### config.mk
export PLATFORM = sky130hd
export DESIGN_NAME = store_buffer
export DESIGN_NICKNAME = d
export VERILOG_FILES = /design/src/rtl/store_buffer.sv
export SDC_FILE = /design/constraint.sdc
export NUM_CORES = 1
export LEC_CHECK = 0
export ABC_AREA = 1
export BUFFER_PORTS_ARGS = -buffer_cell sky130_fd_sc_hd__buf_2
export CAP_MARGIN = 10
export CORE_UTILIZATION = 55
export CTS_BUF_LIST = sky130_fd_sc_hd__clkbuf_8
export CTS_CLUSTER_DIAMETER = 50
export DETAILED_ROUTE_END_ITERATION = 6
export PLACE_DENSITY = 0.79
export SLEW_MARGIN = 20
export SYNTH_ARGS = -nofsm -noshare
export SYNTH_HDL_FRONTEND = slang
export SYNTH_SLANG_ARGS = --single-unit
### constraint.sdc
create_clock -name clk -period 13.25 [get_ports clk]
set_input_delay 2.65 -clock clk [delete_from_list [all_inputs] [get_ports clk]]
set_output_delay 2.65 -clock clk [all_outputs]
set_load 0.05 [all_outputs]
### src/rtl/store_buffer.sv
// Store buffer between address translation and the data cache: stores are acked at once
// and drained in order, and loads pass through once ordering allows. Option: STBUF_LOAD_BYPASS_EN.
module store_buffer #(
    parameter int DEPTH = 4
) (
    input  logic        clk,
    input  logic        reset,
    input  logic        req,
    input  logic [31:0] addr,
    input  logic        we,
    input  logic [1:0]  size,
    input  logic [3:0]  wstrb,
    input  logic [31:0] wdata,
    output logic        addr_ok,
    output logic        data_ok,
    output logic [31:0] rdata,
    output logic        dc_req,
    output logic [31:0] dc_addr,
    output logic        dc_we,
    output logic [1:0]  dc_size,
    output logic [3:0]  dc_wstrb,
    output logic [31:0] dc_wdata,
    input  logic        dc_addr_ok,
    input  logic        dc_data_ok,
    input  logic [31:0] dc_rdata,
    output logic        empty
);
    localparam int PTR_W = $clog2(DEPTH);
    localparam logic [PTR_W:0] FULL_CNT = (PTR_W+1)'(DEPTH);

    logic [31:0]      ent_addr  [DEPTH];
    logic [1:0]       ent_size  [DEPTH];
    logic [3:0]       ent_wstrb [DEPTH];
    logic [31:0]      ent_wdata [DEPTH];
    logic [PTR_W-1:0] head, tail;
    logic [PTR_W:0]   count;
    logic             up_pend, st_ack, dn_pend, dn_ld;

    logic load_clear, up_free, ld_resp;
    logic st_accept, ld_issue, ld_accept, drain_req, drain_accept, pop;

`ifdef STBUF_LOAD_BYPASS_EN
    logic addr_hit;
    // Only live entries (head .. head+count-1) can block a load to the same word.
    always_comb begin
        addr_hit = 1'b0;
        for (int k = 0; k < DEPTH; k++) begin
            if (((PTR_W+1)'(k) < count) &&
                (ent_addr[head + PTR_W'(k)][31:2] == addr[31:2])) begin
                addr_hit = 1'b1;
            end
        end
    end
    assign load_clear = !dn_pend && !addr_hit;
`else
    assign load_clear = (count == '0) && !dn_pend;
`endif

    // A load's response passes straight through; a drain's response is absorbed here.
    assign ld_resp   = dn_pend && dn_ld && dc_data_ok;
    assign data_ok   = st_ack || ld_resp;
    assign rdata     = ld_resp ? dc_rdata : 32'h0;
    assign up_free   = !up_pend || data_ok;

    // reset gates the combinational paths so outputs idle as soon as reset rises.
    assign st_accept    = !reset && req && we && (count < FULL_CNT) && up_free;
    assign ld_issue     = !reset && req && !we && load_clear && up_free;
    assign ld_accept    = ld_issue && dc_addr_ok;
    assign drain_req    = !reset && (count != '0) && !dn_pend && !ld_issue;
    assign drain_accept = drain_req && dc_addr_ok;
    assign pop          = dn_pend && !dn_ld && dc_data_ok;

    assign addr_ok = st_accept || ld_accept;
    assign dc_req  = ld_issue || drain_req;
    assign empty   = (count == '0) && !dn_pend && !up_pend;

    always_comb begin
        dc_addr  = ent_addr[head];
        dc_we    = 1'b1;
        dc_size  = ent_size[head];
        dc_wstrb = ent_wstrb[head];
        dc_wdata = ent_wdata[head];
        if (ld_issue) begin
            dc_addr  = addr;
            dc_we    = 1'b0;
            dc_size  = size;
            dc_wstrb = 4'h0;
            dc_wdata = 32'h0;
        end
    end

    always_ff @(posedge clk or posedge reset) begin
        if (reset) begin
            head    <= '0;
            tail    <= '0;
            count   <= '0;
            up_pend <= 1'b0;
            st_ack  <= 1'b0;
            dn_pend <= 1'b0;
            dn_ld   <= 1'b0;
        end else begin
            if (st_accept) tail <= tail + PTR_W'(1);
            if (pop)       head <= head + PTR_W'(1);
            case ({st_accept, pop})
                2'b10:   count <= count + (PTR_W+1)'(1);
                2'b01:   count <= count - (PTR_W+1)'(1);
                default: count <= count;
            endcase
            st_ack <= st_accept;
            if (addr_ok)      up_pend <= 1'b1;
            else if (data_ok) up_pend <= 1'b0;
            // New cache accesses only start with dn_pend clear, so set and clear never collide.
            if (ld_accept) begin
                dn_pend <= 1'b1;
                dn_ld   <= 1'b1;
            end else if (drain_accept) begin
                dn_pend <= 1'b1;
                dn_ld   <= 1'b0;
            end else if (dn_pend && dc_data_ok) begin
                dn_pend <= 1'b0;
                dn_ld   <= 1'b0;
            end
        end
    end

    always_ff @(posedge clk) begin
        if (st_accept) begin
            ent_addr[tail]  <= addr;
            ent_size[tail]  <= size;
            ent_wstrb[tail] <= wstrb;
            ent_wdata[tail] <= wdata;
        end
    end
endmodule

==> flow_summary.toml, run 1 <==
[outcome]
status = "complete, no violations"

[synthesis]
synth_ff_type = "sky130_fd_sc_hd__edfxtp_1"
synth.top_cells.by_area = "sky130_fd_sc_hd__edfxtp_1 (68%), sky130_fd_sc_hd__nor2_1 (8.7%), sky130_fd_sc_hd__o21ai_1 (4.8%)"
post-synth-top-count-cell = "sky130_fd_sc_hd__nor2_1"
ys_seq_area_frac = 0.7046
synth_largest_type_area_fraction = 0.6823
yosysWarningCount = 0
syn-cell-area_mm2 = 0.01232
mappedNetlistNets = 1227
synth.mux.area_fraction = 0
synth_top_area_cell = "sky130_fd_sc_hd__edfxtp_1"
netlist-cell-type-count = 26
synth-xor-area-share = 0.002843
main_combinational_cell_family_by_area_after_synthesis = "simple AND/OR/NAND/NOR gates"
post_synth_most_frequent_cells = "sky130_fd_sc_hd__nor2_1 (286), sky130_fd_sc_hd__edfxtp_1 (280), sky130_fd_sc_hd__nand2_1 (150)"
mean_instance_size_in_the_synthesized_netlist_um2 = 11.07
synth_fa_ha_area_frac = 0.006701
synthesized_area_fraction_occupied_by_ao_oa_aoi_and_oai_cells = 0.07310
postSynthCellCount = 1113
synth-seq-cells = 291
ys_async_sr_fraction = 0.03780
synth_simple_gate_area_frac = 0.1554
synth-edff-count = 280

[setup_path]
reg2reg_to = "ent_wdata[1][31]"
path_class = "in2out"
critPathArrivalTime_ns = 5.66
kind_of_start_point_of_the_critical_path = "primary input"
rr_worst_depth = 5
worst_ep_required_time_ns = 10.60
path_max_fanout = 72
cp-end-kind = "output port"
reg2reg_slack_ns = 9.18
r2r-start = "dn_pend"

[global_route]
antenna_found_initial = 1
number_of_global_route_vias_before_repair = 7797
grt_max_degree = 76
grt_remaining_overflow = 0
wire_length_of_the_first_global_routing_pass_um = 38400
globalRouteTotalUtil = 0.2202

[timing]
worst_hold_slack_ns = 0.5291
worst_max_slew_pin_slew_ns = 1.067
tns_ns = 0
rsz_0062_raised_after_global_routing = "no"
slew_violations = 0
layout_worst_path_cycle_share = 0.6268
worst_relative_slew_slack = 0.2872
clock.fmax_ghz = 0.1204
fin_crit_ns = 8.306
setup_failing_eps_final = 0
clock_skew_ns = 0.01534
timing.final.hold_violations = 0

[drt]
vias_per_cell = 5.237
route.detailed.wl_per_inst_um = 15.55
route.vias.total = 8520
detailedRoute.firstIterationViolations = 506
drt-total-wl_um = 25300
route.detailed.drc = 0
antenna_left = 0
drt_pre_antenna_iters = 4

[clock_tree]
cts_tree = "built"
post_cts_hold_buffer_count = 0
clk_slew_on_worst_s_h_paths_ns = 0.06
cts_max_level = 2
clk_root_buffer_cell = "sky130_fd_sc_hd__clkbuf_8"
cts.repair_timing.setup_buffer_count = 0
cts_made_buffers = 44
postCtsResizedCells = 0
cts-root-to-sink-buffers = 3
clock_sinks = 291
clock_latency_ns = 0.52

[placement]
place.gp.congestion = 0.7765
io_buffers = 214
place_hpwl_um = 14560
placed_cells_incl_taps = 1551

[floorplan]
design.die.area_mm2 = 0.02301
floorplan.die.width_um = 151.7
placementRows = 54
ports_placed_on_the_boundary = 215
initial_core_util = 0.5629
core_area_mm2 = 0.02189
die-height_um = 151.7

[finish]
post_layout_nonfiller_instances = 1627
layout.core_utilization = 0.6495
area_delta_synth_final_pct = 15.37
count_of_nets_after_finishing = 1431
share_of_layout_cells_above_drive_strength_1 = 0.2155

[hold_path]
worstHoldPathCells = 1
hold-path-endpoint = "count[0]"
launch_point_of_the_worst_hold_path = "count[0]"
tightest_hold_check_type = "reg2reg"

[pwr]
power-per-cell-area_mw_per_mm2 = 224.6
fin_total_pwr_w = 0.003193
static-leakage-power_nw = 5.919
power.ir.vdd_worst_mv = 0.1768

[flow_run]
max-cap-violations = 0
==> final cells by class <==
cell class                 count  area (um^2)
antenna                        1        2.502
clock buffer                  45        619.3
clock inverter                30        145.1
fill                        1701         7674
inverter                      85        321.6
multi-input combinational    674         2964
sequential                   291         8691
tap                          280        350.3
timing repair buffer         221         1124
==> layout by cell type (no fill, tap or decap), drive strengths merged <==
master / Yosys / routed
inv: 84 / 100
edfxtp: 280 / 280
xor2: 2 / 2
bufinv: 0 / 1
xnor2: 2 / 2
fa: 1 / 1
a21oi: 1 / 1
ha: 5 / 5
nand3b: 1 / 1
nand2: 152 / 152
or2: 1 / 1
buf: 48 / 221
nor2: 288 / 288
dfrtp: 11 / 11
nand3: 42 / 42
diode: 0 / 1
clkbuf: 15 / 45
o21ai: 179 / 179
clkinv: 1 / 14
==> cells by family after synthesis <==
kind of cell    count (synthesis)
buf+inv                       148
compound gates                180
simple gates                  484
fa+ha+maj                       6
xor+xnor                        4
flops                         291
==> report_power, final <==
part	total [W]	internal (W)	switching [W]
Sequential	0.00112	0.00105	0.0000711
Clock	0.000641	0.000333	0.000309
Combinational	0.00143	0.000340	0.00109
==> routing by layer <==
layer  routed length, um  part of all wire  up-vias  global-route usage
li1                    -                 -     4144                   -
met1               10030              0.40     4041              0.2730
met2               13210              0.52      293              0.3907
met3                1599             0.063       42             0.03563
met4                 465             0.018        0             0.07624
met5                   0                 0        -                   0
==> sequential cells by signal (all words and copies together), names as in the netlist <==
name,count
ent_addr,128
ent_wdata,128
ent_wstrb,16
ent_size,8
count,3
head,2
tail,2
dn_ld,1
dn_pend,1
st_ack,1
up_pend,1
==> critical path: stages <==
cell	delay, ns
sky130_fd_sc_hd__buf_2	0.11
sky130_fd_sc_hd__nand3_2	0.41
sky130_fd_sc_hd__nand3_2	0.86
sky130_fd_sc_hd__nand2_4	0.98
sky130_fd_sc_hd__nand2_1	0.12
sky130_fd_sc_hd__nand2_1	0.11
sky130_fd_sc_hd__buf_2	0.27
==> worst max-delay path by stage <==
stage	start	to	cells after the start
after floorplan	reset	ent_addr[0][0]	5
final	dc_data_ok	dc_addr[4]	7
after CTS	dc_data_ok	dc_wdata[28]	7
after global placement	dc_data_ok	dc_wdata[28]	7
after detailed placement	dc_data_ok	dc_wdata[28]	7
after global routing	dc_data_ok	dc_wdata[28]	7
==> per-stage QoR <==
step | cell area, um^2 | setup slack (ns)
floorplan | 12320 | 6.624
global placement | 13450 | 5.061
detailed placement | 13450 | 4.957
CTS | 14210 | 4.955
global route | 14220 | 4.692
finish | 14220 | 4.944
No activity file was read; power rests on OpenSTA's default activity.
==> inputs of run 2 (changes only) <==
- clock period: 13.25 -> 7.7 ns (I/O delays scaled with it)
==> run 2 against run 1 <==
Non-clock buffer count increased by 4. Critical endpoint is now dc_wdata[28]. Total power up 74%. Clock skew increased by 0.0058 ns. Sequential share of layout area fell by 0.27 points.
==> flow_summary.toml, run 2 (synthesis results as in run 1) <==
[finish]
layout_commonest_cell = "sky130_fd_sc_hd__nor2_1"
num-fill-cells = 1711
area_delta_synth_final_pct = 15.88
count_of_nets_after_finishing = 1435
design_area_mm2 = 0.01428
share_of_layout_cells_above_drive_strength_1 = 0.2187
reg.largest.list = "ent_addr (128), ent_wdata (128), ent_wstrb (16)"
layout.cells.most_common_list = "sky130_fd_sc_hd__nor2_1 (282), sky130_fd_sc_hd__edfxtp_1 (280), sky130_fd_sc_hd__buf_2 (214)"

[global_route]
grt_max_degree = 78
number_of_global_route_vias_before_repair = 7992
grt_remaining_overflow = 0
wire_length_of_the_first_global_routing_pass_um = 38830
globalRouteTotalUtil = 0.2221
antenna_found_initial = 4

[timing]
timing.final.hold_violations = 0
setup_failing_eps_final = 0
layout_worst_path_cycle_share = 0.7442
fin_crit_ns = 5.730
clock_skew_ns = 0.02118
worst_max_slew_pin_slew_ns = 0.9475
clock.fmax_ghz = 0.1745
worst_relative_slew_slack = 0.3669
slew_violations = 0
rsz_0062_raised_after_global_routing = "no"
tns_ns = 0

[floorplan]
floorplan.die.width_um = 151.7
core_area_mm2 = 0.02189
placementRows = 54
initial_core_util = 0.5629
design.die.area_mm2 = 0.02301
ports_placed_on_the_boundary = 215
die-height_um = 151.7

[setup_path]
reg2reg_to = "ent_addr[3][27]"
rr_worst_depth = 6
cp-end-kind = "output port"
critPathBufInv = 4
crit_slowest_cell = "sky130_fd_sc_hd__nor2_4"
kind_of_start_point_of_the_critical_path = "primary input"
path_class = "in2out"
crit_chain = "buf_2 > inv_2 > nand3b_1 > nor2_4 > nand2_4 > nand2_1 > inv_1 > buf_2"
path_depth = 8
critical_path.startpoint = "reset"
critPathCapture = "dc_wdata[28]"
most_frequent_cell_on_the_critical_path = "sky130_fd_sc_hd__buf_2"
slowest_delay_ns = 0.77
crit_family = "simple AND/OR/NAND/NOR gates"
critPathArrivalTime_ns = 4.19
r2r-start = "dn_pend"
worst_ep_required_time_ns = 6.16
path_max_fanout = 72
reg2reg_slack_ns = 4.04

[pwr]
power.share.clock = 0.208
fin_total_pwr_w = 0.005555
p_comb_frac = 0.445
sw_frac_of_total = 0.4588
internal_power_w = 0.003007
power.ir.vdd_worst_mv = 0.2579
power.sequential.fraction = 0.347
static-leakage-power_nw = 5.925
switching_power_w = 0.002548
power-per-cell-area_mw_per_mm2 = 389.0

[flow_run]
max-cap-violations = 0

[drt]
drt_pre_antenna_iters = 5
route.detailed.drc = 0
detailedRoute.firstIterationViolations = 500
route.detailed.wl_per_inst_um = 15.64
vias_per_cell = 5.197
antenna_left = 0
drt-total-wl_um = 25530
route.vias.total = 8481

[clock_tree]
cts.repair_timing.setup_buffer_count = 0
cts_max_level = 2
cts_made_buffers = 44
clock_sinks = 291
clk_root_buffer_cell = "sky130_fd_sc_hd__clkbuf_8"
clock_latency_ns = 0.54
clk_slew_on_worst_s_h_paths_ns = 0.06
cts_tree = "built"
post_cts_hold_buffer_count = 0
postCtsResizedCells = 0
cts-root-to-sink-buffers = 3

[outcome]
status = "complete, no violations"

[placement]
io_buffers = 214
place.gp.congestion = 0.7961
place_hpwl_um = 14620
dpl_cell_area_mm2 = 0.01348

[hold_path]
tightest_hold_check_type = "reg2reg"
## run 2: cell types whose count changed in the layout (fill, tap and decap cells not counted)
cell and delta:
sky130_fd_sc_hd__bufinv_16 +1, sky130_fd_sc_hd__clkinv_2 -2, sky130_fd_sc_hd__clkinvlp_4 +2, sky130_fd_sc_hd__diode_2 +2, sky130_fd_sc_hd__inv_1 -5, sky130_fd_sc_hd__clkinv_1 +3, sky130_fd_sc_hd__buf_4 +4
## run 2: worst min-delay path by stage
stage	start	end	cells past startpoint
2_1_floorplan	count[1]	count[1]	2
3_3_place_gp	count[1]	count[1]	2
3_5_place_dp	count[1]	count[1]	2
4_1_cts	count[1]	count[1]	2
5_1_grt	count[0]	count[0]	1
6_report	count[1]	count[1]	2
## run 2: routing by layer
metal  part of all wire  routed length [um]  GRT usage
met5            0.00043                  11          0
met2               0.51               13110     0.3823
met4              0.020                 518    0.09208
met1               0.40               10330     0.2763
met3              0.061                1558    0.04072
## run 2: worst min-delay path: stages, from the launching register on
cell and delay (ns):
sky130_fd_sc_hd__dfrtp_1 0.36, sky130_fd_sc_hd__nand2_1 0.05, sky130_fd_sc_hd__o21ai_0 0.06
## run 2: power by group through the flow
stage          sequential, W  combinational [W]  clock (W)
2_1_floorplan        0.00187            0.00206          0
3_3_place_gp         0.00196            0.00244          0
3_5_place_dp         0.00196            0.00249          0
4_1_cts              0.00193            0.00249    0.00117
5_1_grt              0.00194            0.00272    0.00124
6_report             0.00193            0.00247    0.00115
## run 2: stage by stage
stage | utilization | worst slack (ns) | hold WS (ns) | std cells
2_1_floorplan | - | 2.184 | 0.4731 | 1113
3_3_place_gp | 0.6158 | 2.125 | 0.4921 | 1555
3_5_place_dp | 0.6158 | 2.008 | 0.5005 | 1555
4_1_cts | 0.6520 | 2.011 | 0.5169 | 1629
5_1_grt | 0.6523 | 1.795 | 0.5431 | 1632
6_report | 0.6523 | 1.970 | 0.5128 | 1632
## run 2: final cells by class
| type | count | area, um^2 | area share |
|---|---|---|---|
| flip-flops and latches | 291 | 8691 | 0.6086 |
| clock inverters | 29 | 172.7 | 0.01209 |
| repair buffers | 225 | 1154 | 0.08079 |
| diodes | 3 | 7.507 | 0.0005257 |
| clock buffers | 45 | 619.3 | 0.04337 |
| inverters | 85 | 321.6 | 0.02252 |
| multi-input cells | 674 | 2964 | 0.2076 |
| well taps | 280 | 350.3 | 0.02453 |
